--- config.mk ---
export PLATFORM = sky130hd
export DESIGN_NAME = pc_sequencer_flat
export DESIGN_NICKNAME = d
export VERILOG_FILES = /design/src/rtl/pc_sequencer_pkg.sv /design/src/rtl/pc_sequencer_if.sv /design/src/rtl/pc_sequencer_jump_cond.sv /design/src/rtl/pc_sequencer.sv /design/src/flat_wrapper.sv
export SDC_FILE = /design/constraint.sdc
export NUM_CORES = 1
export LEC_CHECK = 0
export ABC_AREA = 1
export ABC_CLOCK_PERIOD_IN_PS = 3490
export CORE_MARGIN = 1.5
export CORE_UTILIZATION = 38
export DETAILED_ROUTE_END_ITERATION = 12
export PLACE_DENSITY = 0.85
export SETUP_SLACK_MARGIN = 0.02
export SLEW_MARGIN = 20
export SYNTH_ARGS = -nofsm -noshare
export SYNTH_HDL_FRONTEND = slang
export SYNTH_SLANG_ARGS = --single-unit
--- constraint.sdc ---
create_clock -name clk -period 3.49 [get_ports clk]
set_input_delay 0.698 -clock clk [delete_from_list [all_inputs] [get_ports clk]]
set_output_delay 0.698 -clock clk [all_outputs]
set_load 0.02 [all_outputs]
--- src/rtl/pc_sequencer_pkg.sv ---
// Shared constants for the Hack-style PC sequencer: state encoding,
// C-instruction bit positions and the default datapath width.
package cpu_seq_pkg;

  localparam int DEF_WIDTH = 16;

  localparam int CINSTR_BIT = 15;
  localparam int J1 = 2;
  localparam int J2 = 1;
  localparam int J3 = 0;

  localparam int DEF_ACK_TIMEOUT = 15;

  typedef enum logic [2:0] {
    BOOT  = 3'd0,
    IDLE  = 3'd1,
    FETCH = 3'd2,
    EXEC  = 3'd3,
    FAULT = 3'd4,
    HALT  = 3'd5
  } seq_state_e;

endpackage

--- src/rtl/pc_sequencer_if.sv ---
// Bundle between the sequencer and the PC / instruction ROM / ALU side.
// master = sequencer, slave = surrounding CPU datapath.
interface pc_seq_if
  import cpu_seq_pkg::*;
#(
  parameter int WIDTH = DEF_WIDTH
) ();

  logic             run;
  logic             imem_req;
  logic             imem_ack;
  logic [WIDTH-1:0] instr;
  logic [WIDTH-1:0] a_reg;
  logic             zr;
  logic             ng;
  logic [WIDTH-1:0] pc_cur;
  logic             pc_load;
  logic             pc_inc;
  logic             pc_reset;
  logic [WIDTH-1:0] pc_target;
  logic [WIDTH-1:0] instr_q;
  logic             exec_en;
  logic             fault;
  logic             halted;

  modport master (
    input  run,
    input  imem_ack,
    input  instr,
    input  a_reg,
    input  zr,
    input  ng,
    input  pc_cur,
    output imem_req,
    output pc_load,
    output pc_inc,
    output pc_reset,
    output pc_target,
    output instr_q,
    output exec_en,
    output fault,
    output halted
  );

  modport slave (
    output run,
    output imem_ack,
    output instr,
    output a_reg,
    output zr,
    output ng,
    output pc_cur,
    input  imem_req,
    input  pc_load,
    input  pc_inc,
    input  pc_reset,
    input  pc_target,
    input  instr_q,
    input  exec_en,
    input  fault,
    input  halted
  );

endinterface

--- src/rtl/pc_sequencer_jump_cond.sv ---
// Jump-condition decode for a C-instruction: lt/eq/gt bits against
// the ALU ng/zr flags. A-instructions never jump.
module jump_cond (
  input  logic cinstr,
  input  logic j_lt,
  input  logic j_eq,
  input  logic j_gt,
  input  logic zr,
  input  logic ng,
  output logic jump
);

  logic pos;

  assign pos  = ~ng & ~zr;
  assign jump = cinstr
              & ((j_lt & ng)
              |  (j_eq & zr)
              |  (j_gt & pos));

endmodule

--- src/rtl/pc_sequencer.sv ---
// Fetch/execute sequencer driving the Hack PC controls.
// Optional halt-loop detection: define PC_SEQ_HALT_DETECT_EN.
module pc_sequencer
  import cpu_seq_pkg::*;
#(
  parameter int WIDTH       = DEF_WIDTH,
  parameter int ACK_TIMEOUT = DEF_ACK_TIMEOUT
) (
  input  logic     clk,
  input  logic     reset,
  pc_seq_if.master bus
);

  localparam int CW = $clog2(ACK_TIMEOUT + 1);

  seq_state_e       state_q, state_d;
  logic [CW-1:0]    cnt_q, cnt_d;
  logic [CW-1:0]    cnt_inc;
  logic [WIDTH-1:0] instr_q, instr_d;
  logic             fault_q, fault_d;
  logic             halted_q, halted_d;
  logic             jump;
  logic             self_jump;

  jump_cond u_jump_cond (
    .cinstr (instr_q[CINSTR_BIT]),
    .j_lt   (instr_q[J1]),
    .j_eq   (instr_q[J2]),
    .j_gt   (instr_q[J3]),
    .zr     (bus.zr),
    .ng     (bus.ng),
    .jump   (jump)
  );

`ifdef PC_SEQ_HALT_DETECT_EN
  assign self_jump = jump & (bus.a_reg == bus.pc_cur);
`else
  logic unused_pc_cur;
  assign unused_pc_cur = ^bus.pc_cur;
  assign self_jump     = 1'b0;
`endif

  always_comb begin
    state_d  = state_q;
    cnt_d    = cnt_q;
    instr_d  = instr_q;
    fault_d  = fault_q;
    halted_d = halted_q;
    cnt_inc  = cnt_q + 1'b1;
    unique case (state_q)
      BOOT: state_d = IDLE;
      IDLE: begin
        if (bus.run) state_d = FETCH;
      end
      FETCH: begin
        if (bus.imem_ack) begin
          instr_d = bus.instr;
          cnt_d   = '0;
          state_d = EXEC;
        end else if (cnt_inc == CW'(ACK_TIMEOUT)) begin
          cnt_d   = '0;
          fault_d = 1'b1;
          state_d = FAULT;
        end else begin
          cnt_d = cnt_inc;
        end
      end
      EXEC: begin
        // run is resampled here; a dropped run still lets this EXEC finish
        if (self_jump) begin
          halted_d = 1'b1;
`ifdef PC_SEQ_HALT_DETECT_EN
          state_d  = HALT;
`endif
        end else if (bus.run) begin
          state_d = FETCH;
        end else begin
          state_d = IDLE;
        end
      end
      FAULT: state_d = FAULT;
`ifdef PC_SEQ_HALT_DETECT_EN
      HALT:  state_d = HALT;
`endif
      default: state_d = BOOT;
    endcase
  end

  always_ff @(posedge clk or negedge reset) begin
    if (!reset) begin
      state_q  <= BOOT;
      cnt_q    <= '0;
      instr_q  <= '0;
      fault_q  <= 1'b0;
      halted_q <= 1'b0;
    end else begin
      state_q  <= state_d;
      cnt_q    <= cnt_d;
      instr_q  <= instr_d;
      fault_q  <= fault_d;
      halted_q <= halted_d;
    end
  end

  // controls decode straight from state so reset kills imem_req at once
  assign bus.pc_reset  = (state_q == BOOT);
  assign bus.imem_req  = (state_q == FETCH);
  assign bus.exec_en   = (state_q == EXEC);
  assign bus.pc_load   = (state_q == EXEC) & jump;
  assign bus.pc_inc    = (state_q == EXEC) & ~jump;
  assign bus.pc_target = bus.a_reg;
  assign bus.instr_q   = instr_q;
  assign bus.fault     = fault_q;
  assign bus.halted    = halted_q;

endmodule
--- src/flat_wrapper.sv ---
// flat-port wrapper written by rule: the top's interface ports become plain ports
module pc_sequencer_flat import cpu_seq_pkg::*;
#(
  parameter int WIDTH       = DEF_WIDTH,
  parameter int ACK_TIMEOUT = DEF_ACK_TIMEOUT
)
  (clk, reset, bus_run, bus_imem_ack, bus_instr, bus_a_reg, bus_zr, bus_ng, bus_pc_cur, bus_imem_req, bus_pc_load, bus_pc_inc, bus_pc_reset, bus_pc_target, bus_instr_q, bus_exec_en, bus_fault, bus_halted);
  pc_seq_if #(.WIDTH(WIDTH)) bus_i ();
  input  logic clk;
  input  logic reset;
  input wire logic [$bits(bus_i.run)-1:0] bus_run;
  input wire logic [$bits(bus_i.imem_ack)-1:0] bus_imem_ack;
  input wire logic [$bits(bus_i.instr)-1:0] bus_instr;
  input wire logic [$bits(bus_i.a_reg)-1:0] bus_a_reg;
  input wire logic [$bits(bus_i.zr)-1:0] bus_zr;
  input wire logic [$bits(bus_i.ng)-1:0] bus_ng;
  input wire logic [$bits(bus_i.pc_cur)-1:0] bus_pc_cur;
  output wire logic [$bits(bus_i.imem_req)-1:0] bus_imem_req;
  output wire logic [$bits(bus_i.pc_load)-1:0] bus_pc_load;
  output wire logic [$bits(bus_i.pc_inc)-1:0] bus_pc_inc;
  output wire logic [$bits(bus_i.pc_reset)-1:0] bus_pc_reset;
  output wire logic [$bits(bus_i.pc_target)-1:0] bus_pc_target;
  output wire logic [$bits(bus_i.instr_q)-1:0] bus_instr_q;
  output wire logic [$bits(bus_i.exec_en)-1:0] bus_exec_en;
  output wire logic [$bits(bus_i.fault)-1:0] bus_fault;
  output wire logic [$bits(bus_i.halted)-1:0] bus_halted;
  assign bus_i.run = bus_run;
  assign bus_i.imem_ack = bus_imem_ack;
  assign bus_i.instr = bus_instr;
  assign bus_i.a_reg = bus_a_reg;
  assign bus_i.zr = bus_zr;
  assign bus_i.ng = bus_ng;
  assign bus_i.pc_cur = bus_pc_cur;
  assign bus_imem_req = bus_i.imem_req;
  assign bus_pc_load = bus_i.pc_load;
  assign bus_pc_inc = bus_i.pc_inc;
  assign bus_pc_reset = bus_i.pc_reset;
  assign bus_pc_target = bus_i.pc_target;
  assign bus_instr_q = bus_i.instr_q;
  assign bus_exec_en = bus_i.exec_en;
  assign bus_fault = bus_i.fault;
  assign bus_halted = bus_i.halted;
  pc_sequencer #(.WIDTH(WIDTH), .ACK_TIMEOUT(ACK_TIMEOUT)) u_core (.clk(clk), .reset(reset), .bus(bus_i));
endmodule
### Word-level counts from Yosys, hierarchy flattened

Index checks and enable logic that the tools add are counted.
Widths: inputs -> output; s select.

* bits in registers: 24
* bits in latches: 0
* bits in writable memories: 0
* ROM bits: 0
* input bits: 54
* output and inout port bits: 39
* word-level logic and storage cells: 36
* memories: 0

* add/subtract/negate cells: 1
* multipliers: 0
* div/mod/pow operators: 0
* $lt $le $gt $ge: 0
* equal/unequal tests: 7
* shift operators: 0
* muxes and demuxes: 7
* bitwise gates (word level): 13
* reductions and logical operators: 4

Operators with widths (count)
* $pmux 3 s5: 1
* $mux 3: 3
* $mux 4: 2
* $and 1x1->1: 7
* $eq 3x2->1 const B: 2
* $add 4x1->4 const B: 1
* $eq 4x4->1 const B: 1
* $not 1->1: 4
* $reduce_and 2->1: 2
* $eq 3x1->1 const B: 1
* $eq 3x3->1 const B: 1
* $logic_not 3->1: 1
* $ne 3x2->1 const B: 1
* $reduce_and 3->1: 1
* $mux 2: 1
* $ne 2x2->1 const B: 1
* $or 1x1->1: 2

### Logic depth before layout (Yosys ltp)

* depth after elaboration: 7
* gate-level depth with buffers: 9
* mapped depth without buffers: 9

### By module

From an unflattened synthesis, not the netlist that was laid out.

* cells, all modules: 158
* area total of the unflattened synthesis: 1262.5 um^2

By module, submodules not included
* pc_sequencer: times used 1, cells an instance 150, area an instance 1227.4 um^2, seq. area each 600.6 um^2
* jump_cond: times used 1, cells an instance 8, area an instance 35.0 um^2, seq. area each 0.0 um^2

### Least setup slack after synthesis

No wires, ideal clock.

* kind: flip-flop to output port
* from: reg u_core.state_q[0]
* to: out bus_pc_inc
* data arrival time: 1305 ps
* data required time: 2792 ps
* setup slack: 1487 ps
* cell stages (with the launch flop): 7
* path buffers: 0
* cells stage by stage: dfrtp_1 -> inv_1 -> nor2_1 -> inv_1 -> nor2_1 -> inv_1 -> nor2_1

* cells in the longest elaborated chain, start to end: 2

Ends and longest elaborated chain
* start: declaration: line pc_sequencer.sv:16 `seq_state_e state_q, state_d;`
* start signal: assignment: line pc_sequencer.sv:97 `state_q <= state_d;`
* $eq 3x2->1
* named net bus_exec_en: line flat_wrapper.sv:24 `output wire logic [$bits(bus_i.exec_en)-1:0] bus_exec_en;`
* $and 1x1->1: line pc_sequencer.sv:110 `assign bus.pc_inc = (state_q == EXEC) & ~jump;`
* end: declaration: line flat_wrapper.sv:20 `output wire logic [$bits(bus_i.pc_inc)-1:0] bus_pc_inc;`

The timed path passes the listed nets, and every way through them passes these cells.

### Worst setup path after layout

* from: in bus_ng
* to: out bus_pc_load

* cells in the longest elaborated chain, start to end: 6
* elaborated cells between the ends (all ways): 8
* those cells by class: bitwise (8)

Ends and longest elaborated chain
* start: declaration: line flat_wrapper.sv:16 `input wire logic [$bits(bus_i.ng)-1:0] bus_ng;`
* $not 1->1: line pc_sequencer_jump_cond.sv:15 `assign pos = ~ng & ~zr;`
* $and 1x1->1: line pc_sequencer_jump_cond.sv:15
* $and 1x1->1: line pc_sequencer_jump_cond.sv:19 `| (j_gt & pos));`
* $or 1x1->1 (*): line pc_sequencer_jump_cond.sv:19
* $and 1x1->1 (*): line pc_sequencer_jump_cond.sv:17 `& ((j_lt & ng)`
* $and 1x1->1 (*): line pc_sequencer.sv:109 `assign bus.pc_load = (state_q == EXEC) & jump;`
* end: declaration: line flat_wrapper.sv:19 `output wire logic [$bits(bus_i.pc_load)-1:0] bus_pc_load;`

Mark *: on every way between the ends. The rest lies on a longest branch, timed or not.

==> flow_metrics.tcl <==
set metrics [dict create \
    synthesis.nets 217 \
    ios 93 \
    ant_nets 0 \
    ir_worst_vdd_mv 0.420 \
    synthTopCellsByArea "dfrtp_1, nand2_1, buf_4" \
    fmax_mhz 342 \
    rsz0062_at_grt "no" \
    drive_gt1_share_pct 10.3 \
    slew_viol_final 0 \
    drc 0 \
    insertion_delay_ps 270 \
    firstDrtPassIters 4 \
    path_clk_slew_ps 90 \
    placed_area_mm2 0.00167 \
    p_leak_nw 0.830 \
    hold_class "reg2reg" \
    dr.first_iter.drc_count 13 \
    fin_crit_ps 2920 \
    grt_pass1_vias 974 \
    grt_pass1_wl_um 4150 \
    n_antenna_cell 0 \
    dp_hpwl_um 1820 \
    vias 1031 \
    die_y_um 63.7 \
    grt_usage_pct 13.1 \
    ys_types 25 \
    postCtsHoldBufs 0 \
    design.core.area_mm2 0.00344 \
    critPathMaxFanout 2 \
    synth_warnings 0 \
    synth_top_area_share_pct 42.9 \
    tritoncts.num_buffers 3 \
    gp_congestion 0.745 \
    core.rowCount 21 \
    die_w_um 63.7 \
    clockBufferDepth 2 \
    start_kind "input port" \
    required_ps 2790 \
    grt_overflow_total 0 \
    initial_utilization_pct 40.7 \
    nets 241 \
    vias_per_cell 4.48 \
    syn-mean-instance-area_um2 8.70 \
    layout_commonest_cell "nand2_1" \
    dieArea_mm2 0.00406 \
    finalSetupViolCount 0 \
    fin_skew_ps 4.42 \
    synthCells 161 \
    ys_seq_area_share_pct 42.9 \
    end_kind "primary output" \
    cts_tree "built" \
    synthToLayoutAreaGrowth_pct 24.1 \
    grt_max_degree 25 \
    cts_num_sinks 24 \
    ys_ff_latch 24 \
    clock_tree.root_cell "clkbuf_8" \
    tns_ps 0 \
    antenna_found_initial 0 \
    final_cell_area_mm2 0.00174 \
    drv_cap 0 \
    htree_levels 1 \
    cts_setup_buffers 0 \
    worstPathArrival_ps 2220 \
    yosysTopAreaCell "dfrtp_1" \
    syn-cell-area_mm2 0.00140 \
    post_cts_resized 0 \
    wirelength_um 2410 \
    hold_viol 0 \
    status "finished clean" \
    timing.final.crit_share_pct 83.7 \
    reg2reg_slack_ps 2140 \
    port_buffers 43 \
    critPathKind "in2out" \
    wl_per_cell_um 10.5 \
    layout_common_cells "nand2_1, clkdlybuf4s50_1, dfrtp_1" \
    power_density_mw_per_mm2 837 \
]
## synthesized netlist by cell type, drive strengths merged
cell type	instances
dfrtp	24
clkbuf	2
o21ai	5
and2	1
conb	1
a31oi	1
ha	2
inv	17
nand4	1
a21oi	1
nand3b	1
o221ai	1
o21bai	1
nor2	10
nand3	21
buf	24
nand2	48
## state kept, by name (all words and copies together), names as in the netlist
signal / count
u_core.cnt_q: 4
u_core.bus.fault: 1
u_core.bus.instr_q: 16
u_core.state_q: 3
## critical path, stage by stage
cell and delay [ps]:
clkdlybuf4s50_1 420, nor2_1 120, nand2_1 70, a31oi_1 180, and2_1 150, clkdlybuf4s50_1 590
## per-layer routing
metal | part of all wire, % | up-vias | GRT usage, %
met5 | 0 | - | 0
met4 | 2.1 | 0 | 7.61
met3 | 7.3 | 7 | 3.75
met2 | 50 | 38 | 23.3
met1 | 40 | 461 | 13.6
li1 | - | 525 | -
## metrics by stage
step	total power, mW	utilization, %	hold slack, ps	setup WS (ps)	instances
3_3_place_gp	1.21	48.4	453	593	226
3_5_place_dp	1.23	48.4	459	546	226
2_1_floorplan	1.03	-	402	1490	161
6_report	1.45	50.5	474	568	230
4_1_cts	1.48	50.5	481	546	230
5_1_grt	1.57	50.5	496	482	230
## cells by family (layout without fill, tap and decap cells)
logic type               count (synthesis)  in the layout  share of synthesized area, %
buffers and inverters                   43             66                          21.6
other                                    1              1                         0.268
flip-flops                              24             24                          42.9
adder cells (fa/ha/maj)                  2              2                          1.79
AO/OA/AOI/OAI                            9              9                          3.75
AND/OR/NAND/NOR                         82             82                          29.7
## worst paths after layout
kind	startpoint	end	depth (start not counted)
min in group asynchronous	reset	u_core.bus.instr_q[3]$_DFFE_PN0P_	2
hold reg to reg	u_core.bus.instr_q[8]$_DFFE_PN0P_	u_core.bus.instr_q[8]$_DFFE_PN0P_	2
setup reg to reg	u_core.state_q[2]$_DFFE_PN0P_	u_core.state_q[1]$_DFFE_PN0P_	7
setup / recovery	bus_ng	bus_pc_load	6
max in group asynchronous	reset	u_core.cnt_q[3]$_DFFE_PN0N_	2
hold / removal	u_core.bus.instr_q[8]$_DFFE_PN0P_	u_core.bus.instr_q[8]$_DFFE_PN0P_	2
## power by group
group | switching (mW) | total [mW] | internal [mW]
Combinational | 0.411 | 0.731 | 0.320
Clock | 0.0880 | 0.241 | 0.153
Sequential | 0.0827 | 0.482 | 0.400
Total | 0.582 | 1.45 | 0.873
## final cells by class
| type | instances | area, um^2 |
|---|---|---|
| well taps | 46 | 57.6 |
| repair buffers | 45 | 445 |
| clock buffers | 3 | 41.3 |
| flip-flops and latches | 24 | 601 |
| clock inverters | 1 | 30.0 |
| multi-input cells | 94 | 497 |
| inverters | 17 | 66.3 |
| fillers | 340 | 1700 |
Note: power is estimated with default switching activity, not from simulation.
